`src/rtl/spi_pkg.sv`:
```
// Shared SPI definitions: frame geometry, SCLK idle level and the Option<byte> bundle.
package spi_pkg;

  localparam int BITS_PER_FRAME = 8;
  localparam int SYNC_STAGES    = 2;

  localparam int unsigned DEFAULT_IDLE_TIMEOUT = 2048;

  // SCLK rests high between frames; spi_tx drives the same level when idle.
  localparam logic SCLK_IDLE = 1'b1;

  localparam logic TAG_SOME = 1'b0;
  localparam logic TAG_NONE = 1'b1;

  typedef logic [BITS_PER_FRAME-1:0] byte_t;

  typedef struct packed {
    logic  tag;
    byte_t data;
  } opt_byte_t;

  localparam opt_byte_t OPT_NONE = '{tag: TAG_NONE, data: '0};

  typedef struct packed {
    opt_byte_t received;
    logic      busy;
    logic      frame_error;
  } rx_out_t;

  function automatic opt_byte_t some(input byte_t d);
    return '{tag: TAG_SOME, data: d};
  endfunction

endpackage

```
`src/rtl/spi_rx_edge_sync.sv`:
```
// Two-flop synchronisers for SCLK/MOSI plus the SCLK falling-edge detector.
module spi_rx_edge_sync
  import spi_pkg::*;
(
  input  logic _i_clk,
  input  logic _i_rst,
  input  logic sclk,
  input  logic mosi,
  output logic mosi_sync,
  output logic sclk_fall
);

  localparam int SETTLE_W = $clog2(SYNC_STAGES + 1);
  localparam logic [SETTLE_W-1:0] SETTLE_DONE = SETTLE_W'(SYNC_STAGES);

  logic [SYNC_STAGES-1:0] sclk_ff;
  logic [SYNC_STAGES-1:0] mosi_ff;
  logic                   sclk_prev;
  logic                   armed;
  logic [SETTLE_W-1:0]    settle_cnt;

  // Edges are only honoured once a genuine high SCLK has passed through the
  // synchroniser, so a pin held low across reset release cannot fake a fall.
  always_ff @(posedge _i_clk) begin
    // NOTE: non-blocking assignments let every flop sample the pre-edge value, forming a true shift chain.
    if (_i_rst) begin
      sclk_ff    <= {SYNC_STAGES{SCLK_IDLE}};
      mosi_ff    <= '0;
      sclk_prev  <= SCLK_IDLE;
      armed      <= 1'b0;
      settle_cnt <= '0;
    end else begin
      sclk_ff   <= {sclk_ff[SYNC_STAGES-2:0], sclk};
      mosi_ff   <= {mosi_ff[SYNC_STAGES-2:0], mosi};
      sclk_prev <= sclk_ff[SYNC_STAGES-1];
      if (settle_cnt != SETTLE_DONE) begin
        settle_cnt <= settle_cnt + 1'b1;
      end else if (sclk_ff[SYNC_STAGES-1]) begin
        armed <= 1'b1;
      end
    end
  end

  assign mosi_sync = mosi_ff[SYNC_STAGES-1];
  assign sclk_fall = armed & sclk_prev & ~sclk_ff[SYNC_STAGES-1];

endmodule

```
`config.mk`:
```
export PLATFORM = sky130hd
export DESIGN_NAME = spi_rx_edge_sync
export DESIGN_NICKNAME = d
export VERILOG_FILES = /design/src/rtl/spi_pkg.sv /design/src/rtl/spi_rx_edge_sync.sv
export SDC_FILE = /design/constraint.sdc
export NUM_CORES = 1
export LEC_CHECK = 0
export CAP_MARGIN = 25
export CORE_AREA = 4 4 41 43
export CTS_BUF_LIST = sky130_fd_sc_hd__clkbuf_2 sky130_fd_sc_hd__clkbuf_4 sky130_fd_sc_hd__clkbuf_8
export CTS_CLUSTER_SIZE = 24
export DETAILED_ROUTE_END_ITERATION = 8
export DIE_AREA = 0 0 45 47
export DONT_BUFFER_PORTS = 1
export GPL_ROUTABILITY_DRIVEN = 0
export HOLD_SLACK_MARGIN = 0.05
export PLACE_DENSITY = 0.32
export SYNTH_ARGS = -nofsm -noshare
export SYNTH_HDL_FRONTEND = slang
export SYNTH_SLANG_ARGS = --single-unit
export TNS_END_PERCENT = 100
```
`constraint.sdc`:
```
create_clock -name _i_clk -period 2.31 [get_ports _i_clk]
set_input_delay 0.462 -clock _i_clk [delete_from_list [all_inputs] [get_ports _i_clk]]
set_output_delay 0.462 -clock _i_clk [all_outputs]
set_load 0.01 [all_outputs]
```
==> results.toml, run 1 <==
[clock_network]
clock_insertion_delay_worst_skew_ns = 0.24
tritoncts = "done"
cts.sink_count = 8
cts_max_level = 1
cts.hold.buffers_added = 0
path_clk_slew_ns = 0.05
numCtsBuffers = 3
clockBufferDepth = 2
postCtsSetupRepairBufs = 0
post_cts_resize_count = 0
clock_tree.root_cell = "clkbuf_4"

[route]
drt_iter0_markers = 1
drt-wirelength-per-cell_um = 8.83
detail-route-antenna-nets = 0
detail_route.vias_per_cell = 3.69
drt_drc_violations_left = 0
detail_route.first_pass.iterations = 2
vias = 155
drt-total-wl_um = 371

[timing]
max-slew-margin-rel_pct = 85.5
timing_max_transition_violations_final = 0
timing.fmax_mhz = 793
setup_repair_after_global_routing_missed_its_margin = "false"
min_period_over_period_pct = 54.6
timing.final.crit_period_ns = 1.26
skew_ns = 0.00134
totalNegativeSetupSlack_ns = 0
setup_viol = 0
max_slew.worst_pin.slew_ns = 0.217
finalHoldViolations = 0

[synthesis]
ys.warnings.count = 0
fraction_of_the_mapped_netlist_area_in_adder_cells_pct = 4.90
post_synth.cell_area_avg_um2 = 10.6
synth_top_family_by_area = "simple AND/OR/NAND/NOR gates"
post_synth_xor_area_fraction_pct = 3.43
synthCells = 24
synth_seq_cells = 8
synth.yosys.seq_area_share_pct = 62.7
basic_gate_share_of_the_synthesized_area_counting_and_or_nand_and_nor_cells_pct = 22.1
synth.mux.area_fraction_pct = 0
net_count_after_synthesis = 29
netlist_area_before_placement_um2 = 255
compound_cell_area_share_of_the_yosys_netlist_pct = 5.39
synth.distinct_cells = 11

[grt]
track_usage_pct = 5.16
grt_antenna_before_repair = 0
vias_in_the_first_global_route = 148
grt_start_max_net_pins = 9
grt_pass1_wl_um = 634
grt_overflow_total = 0

[status]
status = "completed"

[power_and_ir_drop]
netSwitchingFraction_pct = 25.9
cellLeakagePower_nw = 0.119
pwr-share-comb_pct = 21.5
share_seq_of_total_power_pct = 50.4
vdd_drop_max_uv = 353
cell_internal_pwr_w = 0.000261
power.net_switching_w = 0.0000914
clock_power_share_pct = 28.2
power_density_mw_per_mm2 = 1190

[floorplanning]
die_w_um = 45
die_y_um = 47
fp.dieArea_mm2 = 0.00212
placeableCoreArea_mm2 = 0.00130
num_ports = 6
fp-row-count = 13
start_util_pct = 19.6

[placed_design]
post-place-cells = 39
placement.io_buffers = 0

[job]
max-cap-violations = 0

[setup_path]
worstPathCellList = "nand2_1, nor2_1"
crit_slowest_cell = "dfxtp_1"
start_kind = "flop"
worstSetupPathType = "flop to output pin"
cp_data_arrival_time_ns = 0.80
timing.critical_path.required_ns = 1.85
capturing_element_type_of_the_critical_path = "output pin"
top_fanout_value_on_the_critical_path = 2
crit_path_max_incr_delay_ns = 0.32

[layout]
fillers = 151
drive_gt1_share_pct = 25.9
layout.nets = 34
layoutNonFillerInstCount = 42
antenna_cells = 0
syn_to_final_growth_pct = 16.2

[worst_hold_path]
min_path_type = "input pin to flop"
synth_stat cells (all sizes together):
cell,n,area share [%]
xor2,1,3.4
inv,1,1.5
a21oi,2,5.4
nor2,3,4.4
dfxtp,8,63
nand2,2,2.9
ha,1,4.9
nor2b,2,4.9
or2,4,9.8
placed cells by master, fill, tap and decap left out:
cell / synthesis / final
inv_1: 1 / 1
ha_1: 1 / 1
or2_2: 3 / 3
nor2_1: 3 / 3
nor2b_1: 2 / 2
a21oi_2: 1 / 1
xor2_1: 1 / 1
dfxtp_1: 8 / 8
clkbuf_4: 0 / 3
a21oi_1: 1 / 1
nand2_1: 2 / 2
or2_1: 1 / 1
stage by stage:
step / power, W / instance area, µm² / worst slack [ns] / hold slack [ns] / utilization, %
detailed placement: 0.000258 / 274 / 1.23 / 0.400 / 21.1
global route: 0.000392 / 297 / 0.965 / 0.252 / 22.8
global placement: 0.000250 / 274 / 1.28 / 0.401 / 21.1
CTS: 0.000365 / 297 / 1.02 / 0.265 / 22.8
floorplan: 0.000242 / 255 / 1.30 / 0.389 / -
finish: 0.000353 / 297 / 1.05 / 0.278 / 22.8
critical path: cells and delay by family, from the launching register on:
family | cells | cell delay, ns
simple gates | 2 | 0.23
flops | 1 | 0.32
metal layers:
layer	GRT usage [%]	up-vias	share of wire [%]
li1	-	81	-
met5	0	-	0
met2	5.93	7	46
met4	1.75	0	0
met1	4.85	67	41
met3	7.66	0	13
path summary, 6_finish.rpt:
path / start / endpoint / slack, ns / cells past startpoint
setup / recovery: armed / sclk_fall / 1.05 / 2
setup reg to reg: settle_cnt[0] / settle_cnt[1] / 1.23 / 4
hold reg to reg: sclk_ff[0] / sclk_ff[1] / 0.41 / 1
hold / removal: _i_rst / settle_cnt[1] / 0.28 / 1
cell families (layout without fill, tap and decap cells):
logic type,count (synthesis),count (layout)
compound gates,2,2
xor+xnor,1,1
buf+inv,1,4
fa+ha+maj,1,1
flops,8,8
simple gates,11,11
flip-flops by register name, indices dropped and copies added, names as in the netlist:
register / flops
settle_cnt: 2
sclk_ff: 2
armed: 1
sclk_prev: 1
mosi_ff: 2
final cells by class:
class | instances | area [µm²] | share of cell area (%)
flip-flops and latches | 8 | 160 | 54.0
multi-input cells | 15 | 91.3 | 30.8
clock buffers | 3 | 22.5 | 7.59
well taps | 15 | 18.8 | 6.33
inverters | 1 | 3.75 | 1.27
power by group through the flow:
stage	combinational, W	clock, W	sequential, W
3_3_place_gp	0.0000694	0	0.000180
4_1_cts	0.0000788	0.000108	0.000178
6_report	0.0000758	0.0000994	0.000178
5_1_grt	0.0000944	0.000117	0.000180
2_1_floorplan	0.0000636	0	0.000178
3_5_place_dp	0.0000776	0	0.000181
Note: power is estimated with default switching activity, not from simulation.
==> inputs of run 2 (changes only) <==
--- a/config.mk
+++ b/config.mk
@@ -14,7 +14,7 @@
 export DONT_BUFFER_PORTS = 1
 export GPL_ROUTABILITY_DRIVEN = 0
 export HOLD_SLACK_MARGIN = 0.05
-export PLACE_DENSITY = 0.32
+export PLACE_DENSITY = 0.33
 export SYNTH_ARGS = -nofsm -noshare
 export SYNTH_HDL_FRONTEND = slang
 export SYNTH_SLANG_ARGS = --single-unit
==> constraint.sdc (replaced) <==
create_clock -name _i_clk -period 1 [get_ports _i_clk]
set_input_delay 0.2 -clock _i_clk [delete_from_list [all_inputs] [get_ports _i_clk]]
set_output_delay 0.2 -clock _i_clk [all_outputs]
set_load 0.01 [all_outputs]
==> run 2 against run 1 <==
  * The flow now finishes with violations (hold timing)
  * Utilization increased by 4.8 points
  * Critical path depth is 2 higher
  * Non-clock buffer count grew 4
  * Design area increased by 21%
  * Clock power is 140% higher
  * Critical path type is now flop to flop
  * Combinational power rose to 3.4 times the previous value
  * Die area unchanged
==> results.toml, run 2 (synthesis results as in run 1) <==
[status]
status = "finished with violations"
violations = "hold timing"

[route]
drt_iter0_markers = 0
drt_drc_violations_left = 0
drt-wirelength-per-cell_um = 8.43
detail_route.first_pass.iterations = 1
drt-total-wl_um = 388
vias = 169
detail-route-antenna-nets = 0
detail_route.vias_per_cell = 3.67

[layout]
seqCellArea_um2 = 165
antenna_cells = 0
finalCoreUtilization_pct = 27.6
layout.nets = 38
fillers = 142
syn_to_final_growth_pct = 40.7
reg.largest.list = "mosi_ff: 2 flops, sclk_ff: 2 flops, settle_cnt: 2 flops"
multi_input_comb_area_um2 = 114
layoutNonFillerInstCount = 46
post-route-cell-area_um2 = 359
drive_gt1_share_pct = 54.8
final_cell_mix = "4 x dfxtp_2, 4 x dfxtp_1, 3 x or2_2, 3 x clkbuf_4"

[floorplanning]
num_ports = 6
placeableCoreArea_mm2 = 0.00130
die_w_um = 45
fp.dieArea_mm2 = 0.00212
die_y_um = 47
start_util_pct = 19.6
fp-row-count = 13

[placed_design]
placement.cell_area_um2 = 290
placement.io_buffers = 0
post-place-cells = 41
dp.final_hpwl_um = 285
preCtsSetupSlack_ns = -0.0304

[job]
max-cap-violations = 0

[setup_path]
worst_reg_to_reg_setup_slack_ns = 0.02
crit_slowest_cell = "dfxtp_2"
worstPathCellList = "inv_2, ha_4, or2_1, a21oi_2"
worstRegToRegCells = 4
start_kind = "flop"
top_fanout_value_on_the_critical_path = 2
worstSetupPathType = "flop to flop"
crit_path_max_incr_delay_ns = 0.33
timing.critical_path.required_ns = 1.18
cp_data_arrival_time_ns = 1.17
timing.rr.start = "settle_cnt[0]"
critical_path.reg2reg.endpoint = "settle_cnt[1]"
capturing_element_type_of_the_critical_path = "flop"

[clock_network]
clockBufferDepth = 2
clock_tree.root_cell = "clkbuf_4"
numCtsBuffers = 3
path_clk_slew_ns = 0.05
cts.sink_count = 8
tritoncts = "done"
cts.hold.buffers_added = 2
clock_insertion_delay_worst_skew_ns = 0.25
cts_max_level = 1

[grt]
grt_pass1_wl_um = 683
vias_in_the_first_global_route = 157
grt_overflow_total = 0
grt_antenna_before_repair = 0
track_usage_pct = 5.23
grt_start_max_net_pins = 9

[timing]
setup_viol = 0
finalHoldViolations = 1
min_period_over_period_pct = 98.5
max-slew-margin-rel_pct = 89.4
skew_ns = 0.00182
timing.fmax_mhz = 1020
timing.final.ws_setup_ns = 0.0151
setup_repair_after_global_routing_missed_its_margin = "true"
timing.final.crit_period_ns = 0.985
timing_max_transition_violations_final = 0
max_slew.worst_pin.slew_ns = 0.159
hold_slack_ns = -0.000771

[power_and_ir_drop]
cellLeakagePower_nw = 0.139
power_density_mw_per_mm2 = 2620
vdd_drop_max_uv = 730

[worst_hold_path]
timing.hold.worst.start = "_i_rst"
hold-path-cell-count = 1
min_path_type = "input pin to flop"
hold_path_end = "settle_cnt[1]"
[run 2: how the worst max path moves through the flow]
| stage | startpoint | endpoint | slack (ns) | depth (start not counted) |
|---|---|---|---|---|
| 3_3_place_gp | settle_cnt[0] | settle_cnt[1] | -0.01 | 4 |
| 5_1_grt | settle_cnt[0] | settle_cnt[1] | -0.05 | 4 |
| 4_1_cts | settle_cnt[0] | settle_cnt[1] | -0.01 | 4 |
| 3_5_place_dp | settle_cnt[0] | settle_cnt[1] | -0.03 | 4 |
| 2_1_floorplan | settle_cnt[0] | settle_cnt[1] | 0.0008 | 4 |
| 6_report | settle_cnt[0] | settle_cnt[1] | 0.02 | 4 |
[run 2: critical path, delay by kind of cell (launching register included)]
family / cells / cell delay, ns
AOI/OAI and AO/OA: 1 / 0.13
and+or+nand+nor: 1 / 0.23
buffers and inverters: 1 / 0.04
adders and majority gates: 1 / 0.19
DFF: 1 / 0.33
[run 2: power breakdown]
part	internal, W	leakage [nW]	switching [W]
Combinational	0.000158	0.0589	0.000102
Sequential	0.000392	0.0667	0.0000461
Clock	0.000137	0.0138	0.000106
[run 2: layout make-up]
cell class	count	area share [%]
Clock buffer	3	6.27
Inverter	1	1.05
Multi-Input combinational cell	15	31.7
Sequential cell	8	46.0
Tap cell	15	5.23
Timing Repair Buffer	4	9.76
[run 2: stage by stage]
step / total power (W) / TNS, ns
floorplan: 0.000563 / 0
global placement: 0.000630 / -0.0116
detailed placement: 0.000642 / -0.0304
CTS: 0.000903 / -0.0128
global route: 0.00102 / -0.0542
finish: 0.000941 / 0
[run 2: timing repair]
item / 4_1_cts / 5_1_grt
pin swaps: 1 / 5
setup endpoints to repair: 2 / 3
hold endpoints to repair: 8 / 7
setup buffers: 0 / 0
resized for setup: 2 / 7
[run 2: metal layers]
layer	GRT usage [%]	wire length [µm]	part of all wire, %	vias to the layer above
met5	0	0	0	-
met4	1.75	0	0	0
met1	5.75	176	45	74
met3	6.51	45	12	0
met2	5.93	167	43	7
li1	-	-	-	88
==> inputs of run 3 (changes only) <==
--- a/config.mk
+++ b/config.mk
@@ -14,7 +14,7 @@
 export DONT_BUFFER_PORTS = 1
 export GPL_ROUTABILITY_DRIVEN = 0
 export HOLD_SLACK_MARGIN = 0.05
-export PLACE_DENSITY = 0.33
+export PLACE_DENSITY = 0.32
 export SYNTH_ARGS = -nofsm -noshare
 export SYNTH_HDL_FRONTEND = slang
 export SYNTH_SLANG_ARGS = --single-unit
==> constraint.sdc (replaced) <==
create_clock -name _i_clk -period 1.1 [get_ports _i_clk]
set_input_delay 0.22 -clock _i_clk [delete_from_list [all_inputs] [get_ports _i_clk]]
set_output_delay 0.22 -clock _i_clk [all_outputs]
set_load 0.01 [all_outputs]
==> run 3 against run 2 <==
  * The flow now finishes without violations
  * Hold slack improved by 0.077 ns
  * Die area did not move
  * Sequential cell count did not move
  * Largest power group unchanged
  * Fmax fell by 4.7%
  * Highest routed layer unchanged
  * Worst setup slack improved by 0.052 ns
==> results.toml, run 3 (synthesis results as in run 1) <==
[timing]
timing_max_transition_violations_final = 0
hold_slack_ns = 0.0763
min_period_over_period_pct = 93.9
timing.fmax_mhz = 968
timing.final.crit_period_ns = 1.03
setup_viol = 0
finalHoldViolations = 0
setup_repair_after_global_routing_missed_its_margin = "false"
skew_ns = 0.00161
totalNegativeSetupSlack_ns = 0
max-slew-margin-rel_pct = 86.1
max_slew.worst_pin.slew_ns = 0.207

[setup_path]
critical_path.startpoint = "settle_cnt[0]"
timing.rr.start = "settle_cnt[0]"
start_kind = "flop"
cp_data_arrival_time_ns = 1.22
capturing_element_type_of_the_critical_path = "flop"
worstPathCellList = "inv_1, ha_2, or2_1, a21oi_2"
timing.critical_path.required_ns = 1.28
top_fanout_value_on_the_critical_path = 2
crit_slowest_cell = "dfxtp_2"
crit_path_max_incr_delay_ns = 0.32
worstSetupPathType = "flop to flop"

[route]
drt_iter0_markers = 1
vias = 162
drt-total-wl_um = 378
detail-route-antenna-nets = 0
detail_route.vias_per_cell = 3.77
detail_route.first_pass.iterations = 2
drt-wirelength-per-cell_um = 8.79
drt_drc_violations_left = 0

[layout]
layout.nets = 35
antenna_cells = 0
syn_to_final_growth_pct = 22.5
final_cell_mix = "7 x dfxtp_1, 3 x or2_2, 3 x clkbuf_4"
mostFrequentLayoutCell = "dfxtp_1"
reg.largest.list = "mosi_ff: 2 flops, sclk_ff: 2 flops, settle_cnt: 2 flops"
fillers = 148
drive_gt1_share_pct = 35.7
finalCoreUtilization_pct = 24.0

[power_and_ir_drop]
cell_internal_pwr_w = 0.000560
clock_power_share_pct = 27.9
netSwitchingFraction_pct = 26.2
cellLeakagePower_nw = 0.122
total_power_w = 0.000758
share_seq_of_total_power_pct = 50.0
power.net_switching_w = 0.000198
power_density_mw_per_mm2 = 2420
pwr-share-comb_pct = 22.1
vdd_drop_max_uv = 876

[floorplanning]
fp.dieArea_mm2 = 0.00212
die_y_um = 47
die_w_um = 45
start_util_pct = 19.6
num_ports = 6
fp-row-count = 13
placeableCoreArea_mm2 = 0.00130

[clock_network]
clock_tree.root_cell = "clkbuf_4"
numCtsBuffers = 3
cts_max_level = 1
clockBufferDepth = 2
path_clk_slew_ns = 0.05
tritoncts = "done"
cts.sink_count = 8
clock_insertion_delay_worst_skew_ns = 0.24

[grt]
grt_antenna_before_repair = 0
grt_start_max_net_pins = 6
vias_in_the_first_global_route = 173
grt_overflow_total = 0
track_usage_pct = 4.76
grt_pass1_wl_um = 627

[worst_hold_path]
timing.hold.worst.start = "_i_rst"
min_path_type = "input pin to flop"

[placed_design]
placement.io_buffers = 0

[status]
status = "completed"

[job]
max-cap-violations = 0
run 3: changes by cell type in the layout (fill, tap and decap cells not counted), sizes merged:
cell,change
buf,-2
dlygate4sd3,-1
run 3: layout make-up:
class / count / area (µm²) / share of cell area (%)
Inverter: 1 / 3.75 / 1.20
Multi-Input combinational cell: 15 / 96.3 / 30.8
Tap cell: 15 / 18.8 / 6.00
Timing Repair Buffer: 1 / 10.0 / 3.20
Clock buffer: 3 / 22.5 / 7.20
Sequential cell: 8 / 161 / 51.6
run 3: per-stage QoR:
step                instances  cell area, µm²  setup slack [ns]
global placement           39             274            0.0688
global route               43             313           0.00211
detailed placement         39             274            0.0335
CTS                        43             307            0.0158
floorplan                  24             255            0.0851
finish                     43             313            0.0671
run 3: what timing repair did:
item | CTS | global route
hold buffers | 1 | 0
hold endpoints to repair | 5 | 0
resized for setup | 0 | 3
endpoints found under the setup margin | 0 | 2
buffers inserted | 0 | 0
run 3: final timing paths:
| path | end | slack (ns) | cells after the start |
|---|---|---|---|
| worst min-delay path | sclk_prev | 0.08 | 1 |
| worst max-delay path | settle_cnt[1] | 0.07 | 4 |
| worst max register to register | settle_cnt[1] | 0.07 | 4 |
| worst min register to register | sclk_ff[1] | 0.42 | 1 |
run 3: power by group through the flow:
stage               clock network [W]  registers (W)  logic [W]
finish                       0.000212       0.000379   0.000167
global route                 0.000238       0.000388   0.000194
CTS                          0.000224       0.000375   0.000163
detailed placement                  0       0.000380   0.000154
global placement                    0       0.000377   0.000145
floorplan                           0       0.000374   0.000133
run 3: critical path, delay by kind of cell, from the launching register on:
family | cells | cell delay, ns
flip-flops | 1 | 0.32
adder cells (fa/ha/maj) | 1 | 0.25
AND/OR/NAND/NOR | 1 | 0.22
AO/OA/AOI/OAI | 1 | 0.12
buffers and inverters | 1 | 0.05
run 3: per-layer routing:
metal / vias up / GRT usage (%) / part of all wire (%)
met4: 0 / 5.26 / 0
met1: 72 / 4.84 / 49
met5: - / 0 / 0
li1: 85 / - / -
met3: 0 / 3.83 / 9.3
met2: 5 / 5.65 / 42
